<file path="config.mk">
export PLATFORM = sky130hd
export DESIGN_NAME = input_conditioner
export DESIGN_NICKNAME = d
export VERILOG_FILES = /design/src/rtl/input_conditioner_pkg.sv /design/src/rtl/input_conditioner_debouncer.sv /design/src/rtl/input_conditioner.sv
export SDC_FILE = /design/constraint.sdc
export NUM_CORES = 1
export LEC_CHECK = 0
export CELL_PAD_IN_SITES_DETAIL_PLACEMENT = 0
export CELL_PAD_IN_SITES_GLOBAL_PLACEMENT = 1
export CORE_MARGIN = 5
export CORE_UTILIZATION = 24
export CTS_CLUSTER_DIAMETER = 50
export DETAILED_ROUTE_END_ITERATION = 16
export GPL_TIMING_DRIVEN = 0
export MAX_ROUTING_LAYER = met4
export PLACE_DENSITY = 0.5
export SLEW_MARGIN = 20
export SYNTH_ARGS = -nofsm -noshare
export SYNTH_HDL_FRONTEND = slang
export SYNTH_SLANG_ARGS = --single-unit
</file>
<file path="constraint.sdc">
create_clock -name clk -period 2.5 [get_ports clk]
set_input_delay 0.75 -clock clk [delete_from_list [all_inputs] [get_ports clk]]
set_output_delay 0.75 -clock clk [all_outputs]
set_load 0.02 [all_outputs]
</file>
<file path="src/rtl/input_conditioner_pkg.sv">
// Shared traffic-controller constants: light codes and the default debounce time.
package input_conditioner_pkg;

  typedef enum logic [1:0] {
    LIGHT_OFF    = 2'd0,
    LIGHT_GREEN  = 2'd1,
    LIGHT_YELLOW = 2'd2,
    LIGHT_RED    = 2'd3
  } light_e;

  // 10 ms at 100 MHz
  localparam int unsigned DEB_CYCLES_DEFAULT = 1000000;

  localparam int unsigned WALK_COUNT_W = 8;

endpackage

</file>
<file path="src/rtl/input_conditioner_debouncer.sv">
// Two-flop synchronizer followed by a counter-based debouncer for one raw board input.
module debouncer
  import input_conditioner_pkg::*;
#(
  parameter int unsigned DEB_CYCLES = DEB_CYCLES_DEFAULT
) (
  input  logic clk,
  input  logic reset,
  input  logic raw,
  output logic level
);

  localparam int unsigned CW = $clog2(DEB_CYCLES + 1);
  localparam logic [CW-1:0] LAST = CW'(DEB_CYCLES - 1);

  logic          s1_q, s2_q;
  logic          level_q, level_d;
  logic [CW-1:0] cnt_q, cnt_d;

  // Counter only runs while s2 disagrees; any agreement or a level change clears it.
  always_comb begin
    level_d = level_q;
    cnt_d   = '0;
    if (s2_q != level_q) begin
      if (cnt_q == LAST) begin
        level_d = s2_q;
      end else begin
        cnt_d = cnt_q + CW'(1);
      end
    end
  end

  always_ff @(posedge clk) begin
    if (reset) begin
      s1_q    <= 1'b0;
      s2_q    <= 1'b0;
      level_q <= 1'b0;
      cnt_q   <= '0;
    end else begin
      s1_q    <= raw;
      s2_q    <= s1_q;
      level_q <= level_d;
      cnt_q   <= cnt_d;
    end
  end

  assign level = level_q;

endmodule

</file>
<file path="src/rtl/input_conditioner.sv">
// Conditions the side-road sensor and pedestrian button for the traffic controller,
// holding walk requests until the controller acknowledges with a walk_light rising edge.
module input_conditioner
  import input_conditioner_pkg::*;
#(
  parameter int unsigned DEB_CYCLES = DEB_CYCLES_DEFAULT
) (
  input  logic                    clk,
  input  logic                    reset,
  input  logic                    sensor_raw,
  input  logic                    walk_raw,
  input  logic                    walk_light,
  output logic                    sensor,
  output logic                    walk,
  output logic [WALK_COUNT_W-1:0] walk_count
);

  logic                    sensor_level;
  logic                    walk_level;
  logic                    walk_level_q;
  logic                    walk_light_q;
  logic                    walk_pending_q, walk_pending_d;
  logic [WALK_COUNT_W-1:0] walk_count_q, walk_count_d;
  logic                    press;
  logic                    ack;

  debouncer #(.DEB_CYCLES(DEB_CYCLES)) u_sensor_deb (
    .clk   (clk),
    .reset (reset),
    .raw   (sensor_raw),
    .level (sensor_level)
  );

  debouncer #(.DEB_CYCLES(DEB_CYCLES)) u_walk_deb (
    .clk   (clk),
    .reset (reset),
    .raw   (walk_raw),
    .level (walk_level)
  );

  // A press arriving with the acknowledge wins, so the request is never lost.
  always_comb begin
    press          = walk_level & ~walk_level_q;
    ack            = walk_light & ~walk_light_q;
    walk_pending_d = walk_pending_q;
    walk_count_d   = walk_count_q;
    if (press) begin
      walk_pending_d = 1'b1;
    end else if (ack) begin
      walk_pending_d = 1'b0;
    end
    if (press && (walk_count_q != '1)) begin
      walk_count_d = walk_count_q + WALK_COUNT_W'(1);
    end
  end

  always_ff @(posedge clk) begin
    if (reset) begin
      walk_level_q   <= 1'b0;
      walk_light_q   <= 1'b0;
      walk_pending_q <= 1'b0;
      walk_count_q   <= '0;
    end else begin
      walk_level_q   <= walk_level;
      walk_light_q   <= walk_light;
      walk_pending_q <= walk_pending_d;
      walk_count_q   <= walk_count_d;
    end
  end

  assign sensor     = sensor_level;
  assign walk       = walk_pending_q;
  assign walk_count = walk_count_q;

endmodule

</file>
After elaboration in Yosys (flattened, before gate mapping)
Index checks and enable logic that the tools add are counted.

cells by class
  $add $sub $neg = 3
  muxes and demuxes = 2
  order comparisons = 0
  eq/ne operators = 5
  reductions and logical operators = 6
  $mul = 0
  bitwise gates (word level) = 6
  shift operators = 0
  div/mod/pow operators = 0

operator list
  operator                                                         count
  20-bit by 1-bit adder with 20-bit output, second input constant  2
  20-bit equality test, second input constant                      2
  8-bit by 1-bit adder with 8-bit output, second input constant    1
  8-bit inequality test, second input constant                     1
  3-bit OR reduction                                               2
  1-bit inverter                                                   4
  2-bit AND reduction                                              2
  1-bit AND                                                        2
  1-bit two-way mux                                                2
  1-bit inequality test                                            2
  2-bit nonzero test                                               1
  1-bit logical AND                                                1

storage, ports and cells
  memories = 0
  register bits = 57
  bits in writable memories = 0
  word-level logic and storage cells = 34
  bits in latches = 0
  input port bits = 5
  bits in read-only memories = 0

Depth between registers and ports, before layout
Gate-level depths: netlist of run 1.

  word-level depth = 4
  mapped depth = 6
  mapped depth without buffers = 5

Hierarchy
Synthesis of run 1 repeated with hierarchy kept, for this count alone.

unflattened totals
  cells, all modules = 290
  area, all modules = 2643.8 sq um

modules (own cells, without submodules)
  module             seq. area each (sq um)  instances  area an instance (sq um)  cells each
  debouncer          460.4                   2          1029.7                    117
  input_conditioner  220.2                   1          584.3                     56

Worst setup path after synthesis of run 1
No wires, ideal clock.

  path type = reg-to-reg
  from = register u_sensor_deb.cnt_q[11]
  to = register u_sensor_deb.cnt_q[10]
  data required time = 2.385 ns
  path slack = 0.565 ns
  arrival = 1.820 ns
  stages on the path, launching flop included = 6
  clock period less this slack = 1.935 ns
  library setup time = 0.115 ns
  cell sequence = dfxtp_1 or4b_1 or4_4 o21ai_4 buf_6 nor2_1

between the ends
  cells in the longest elaborated chain, start to end = 2

ends and longest elaborated chain
  element                              line                               source
  start, declared                      input_conditioner_debouncer.sv:18  logic [CW-1:0] cnt_q, cnt_d;
  start signal, assigned               input_conditioner_debouncer.sv:43  cnt_q <= cnt_d;
  20-bit equality test                 input_conditioner_debouncer.sv:25  if (cnt_q == LAST) begin
  3-bit OR reduction (no source line)  --

No other way between the ends.
A chain may end at the register's enable or synchronous reset.

Final worst setup path of run 1
  from = register walk_count_q[2], in the netlist walk_count[2]
  to = output walk_count[2]

RTL lines
  element                 line                     source
  start, declared         input_conditioner.sv:23  logic [WALK_COUNT_W-1:0] walk_count_q, walk_count_d;
  start signal, assigned  input_conditioner.sv:67  walk_count_q <= walk_count_d;
  end, declared           input_conditioner.sv:15  output logic [WALK_COUNT_W-1:0] walk_count

No word-level cell between the ends.

==> results of run 1 <==
-- flip-flops by register name, indices dropped and copies added, names as in the netlist --
name,flops
u_sensor_deb.cnt_q,20
u_sensor_deb.level,1
u_sensor_deb.s1_q,1
u_sensor_deb.s2_q,1
u_walk_deb.cnt_q,20
u_walk_deb.level,1
u_walk_deb.s1_q,1
u_walk_deb.s2_q,1
walk,1
walk_count,8
walk_level_q,1
walk_light_q,1
-- power groups by stage --
stage / Clock, uW / Sequential, uW / Combinational, uW
6_report: 1040 / 915 / 27.4
2_1_floorplan: 0 / 935 / 15.5
4_1_cts: 1070 / 914 / 28.2
5_1_grt: 1120 / 915 / 31.1
3_5_place_dp: 0 / 935 / 28.1
3_3_place_gp: 0 / 935 / 28.5
-- cell type report --
| class | count | area share |
|---|---|---|
| Clock buffer | 11 | 0.0433 |
| Timing Repair Buffer | 14 | 0.0461 |
| Tap cell | 136 | 0.0560 |
| Clock inverter | 5 | 0.0342 |
| Sequential cell | 57 | 0.376 |
| Buffer | 9 | 0.0144 |
| Multi-Input combinational cell | 204 | 0.418 |
| Inverter | 10 | 0.0124 |
-- cell usage after synthesis (all sizes together) --
| cell | instances | area share |
|---|---|---|
| a21o | 1 | 0.0030 |
| a21oi | 17 | 0.034 |
| a311oi | 1 | 0.0035 |
| a31oi | 1 | 0.0025 |
| a41o | 1 | 0.0040 |
| and2 | 3 | 0.0075 |
| and3 | 3 | 0.0075 |
| and3b | 1 | 0.0035 |
| and4 | 4 | 0.014 |
| buf | 3 | 0.0085 |
| clkbuf | 6 | 0.0090 |
| dfxtp | 57 | 0.46 |
| ha | 3 | 0.015 |
| inv | 10 | 0.015 |
| mux2i | 1 | 0.0040 |
| nand2 | 13 | 0.020 |
| nand2b | 1 | 0.0025 |
| nand3 | 15 | 0.030 |
| nand4 | 14 | 0.035 |
| nand4b | 1 | 0.0035 |
| nor2 | 35 | 0.053 |
| nor2b | 9 | 0.023 |
| nor3 | 7 | 0.014 |
| nor4 | 3 | 0.0075 |
| nor4bb | 1 | 0.0040 |
| o21a | 2 | 0.0060 |
| o21ai | 10 | 0.025 |
| o21ba | 1 | 0.0040 |
| o31ai | 6 | 0.018 |
| or3 | 9 | 0.023 |
| or3b | 1 | 0.0035 |
| or4 | 8 | 0.026 |
| or4b | 3 | 0.012 |
| xnor2 | 12 | 0.042 |
| xor2 | 17 | 0.060 |
-- worst paths after layout --
kind | start | to | cells past startpoint
worst min register to register | u_walk_deb.s1_q$_SDFF_PP0_ | u_walk_deb.s2_q$_SDFF_PP0_ | 1
worst min-delay path | u_walk_deb.s1_q$_SDFF_PP0_ | u_walk_deb.s2_q$_SDFF_PP0_ | 1
worst max register to register | u_sensor_deb.cnt_q[12]$_SDFF_PP0_ | u_sensor_deb.cnt_q[0]$_SDFF_PP0_ | 5
worst max-delay path | walk_count[2]$_SDFFE_PP0P_ | walk_count[2] | 1
-- layer usage --
metal,global-route usage,up-vias,share of wire
met5,-,-,0
met3,0.0245,6,0.029
li1,-,1047,-
met4,0.0414,0,0.011
met1,0.119,916,0.54
met2,0.133,24,0.42
-- cell families (layout without fill, tap and decap cells) --
logic type | after synthesis | in the layout | share of synthesized area
and+or+nand+nor | 131 | 131 | 0.288
DFF | 57 | 57 | 0.458
AOI/OAI and AO/OA | 40 | 40 | 0.100
xor gates and xnor gates | 29 | 29 | 0.102
buffers and inverters | 19 | 49 | 0.0326
adders and majority gates | 3 | 3 | 0.0151
muxes | 1 | 1 | 0.00402
-- worst reg2reg max path, stage by stage (launching register included) --
cell and delay (ns):
dfxtp_1 0.36, or4b_1 0.52, or4_4 0.58, o21ai_4 0.31, buf_6 0.20, nor2_1 0.05
-- through the flow --
| stage | setup slack (ns) | instance area (um^2) | std cells | hold WS [ns] |
|---|---|---|---|---|
| after floorplan | 0.565 | 2490 | 280 | 0.413 |
| after global placement | 0.126 | 2800 | 430 | 0.423 |
| after detailed placement | 0.146 | 2800 | 430 | 0.425 |
| after CTS | 0.292 | 3040 | 446 | 0.433 |
| after global routing | 0.251 | 3040 | 446 | 0.445 |
| final | 0.314 | 3040 | 446 | 0.429 |
==> results.json, run 1 <==
{
  "postSynthCellCount": 280,
  "drc": 0,
  "synthesis.area_um2": 2490,
  "drt_iter0_markers": 69,
  "ys_ff_latch": 57,
  "irDropWorstVdd_v": 0.000284,
  "ff2ff_setup_slack_ns": 0.37,
  "grt_pass1_vias": 1921,
  "register_area_um2": 1140,
  "detailed_place_hpwl_um": 3570,
  "cp_slowest_stage_delay_ns": 0.66,
  "relSlewSlack": 0.599,
  "leakage_uw": 0.000918,
  "worstPathArrival_ns": 1.44,
  "tns_ns": 0,
  "startpoint_type": "flip-flop",
  "layout_commonest_cell": "dfxtp_1",
  "setup_viol": 0,
  "critPathCaptureType": "primary output",
  "cts-root-buf": "clkbuf_8",
  "fin_crit_sh": 0.875,
  "io_pins": 15,
  "cts.sinks": 57,
  "drive_gt1_frac": 0.0710,
  "wl_um": 5200,
  "critPathTopFamily": "buffers and inverters",
  "worst-path-max-fanout": 7,
  "post_cts.repair.setup_buffers": 0,
  "crit_buf_inv": 1,
  "worstSkewPairLatency_ns": 0.33,
  "swShare": 0.199,
  "drv_cap": 0,
  "cts.htree.levels": 3,
  "clockPowerShare": 0.525,
  "die_h_um": 112,
  "final_cell_mix": "dfxtp_1, nor2_1, xor2_1, a21oi_1, nand3_1",
  "wl_per_cell_um": 11.7,
  "vias_per_cell": 4.47,
  "status": "complete, no violations",
  "multi_input_area_um2": 1270,
  "path_cells": "clkdlybuf4s50_1",
  "die_w_um": 112,
  "period_minus_slack_ns": 2.19,
  "cts_resized": 0,
  "maxSlewViolCount": 0,
  "skew_ns": 0.0131,
  "num-nets-final": 313,
  "hold_path.class": "reg2reg",
  "num_vias": 1993,
  "syn2layout_area_growth_pct": 21.9,
  "rows": 37,
  "p_sw_uw": 393,
  "start_util": 0.243,
  "hold_viol_final": 0,
  "ys.warnings.count": 0,
  "slowest_stage": "clkdlybuf4s50_1",
  "fill_cells": 1089,
  "rsz0062_at_grt": "false",
  "clk_pin_slew_worst_paths_ns": 0.07,
  "gp_congestion": 0.716,
  "yosysUniqueCellTypes": 40,
  "dieArea_um2": 12500,
  "cts_hold_buf": 0,
  "grt_usage": 0.0915,
  "power.density_nw_per_um2": 653,
  "p_seq_frac": 0.462,
  "pwr-share-comb": 0.014,
  "clockBufferDepth": 2,
  "cts_tree": "yes",
  "p_total_uw": 1980,
  "timing.fmax_mhz": 457,
  "post-route-util": 0.297,
  "core_area_um2": 10200,
  "grt_overflow": 0,
  "required_ns": 1.75,
  "syn_nets": 288,
  "grt_pass1_wl_um": 9160,
  "syn_area_per_cell_um2": 8.90,
  "firstDrtPassIters": 4,
  "crit_type": "reg2out",
  "tightest_slew_ns": 0.597,
  "cts_buffers": 9,
  "yosysSeqAreaShare": 0.458,
  "grt_max_degree": 11,
  "port_buffers": 14,
  "p_int_uw": 1590,
  "antenna_cells": 0,
  "ant_nets": 0,
  "antenna_found_initial": 0
}
No activity file was read; power rests on OpenSTA's default activity.
==> run 2, diff against run 1 <==
HOLD_SLACK_MARGIN = 0.1   (was not set)
==> results of run 2 <==
Same layout as run 1: the final DEF is identical, and so are final timing and power.
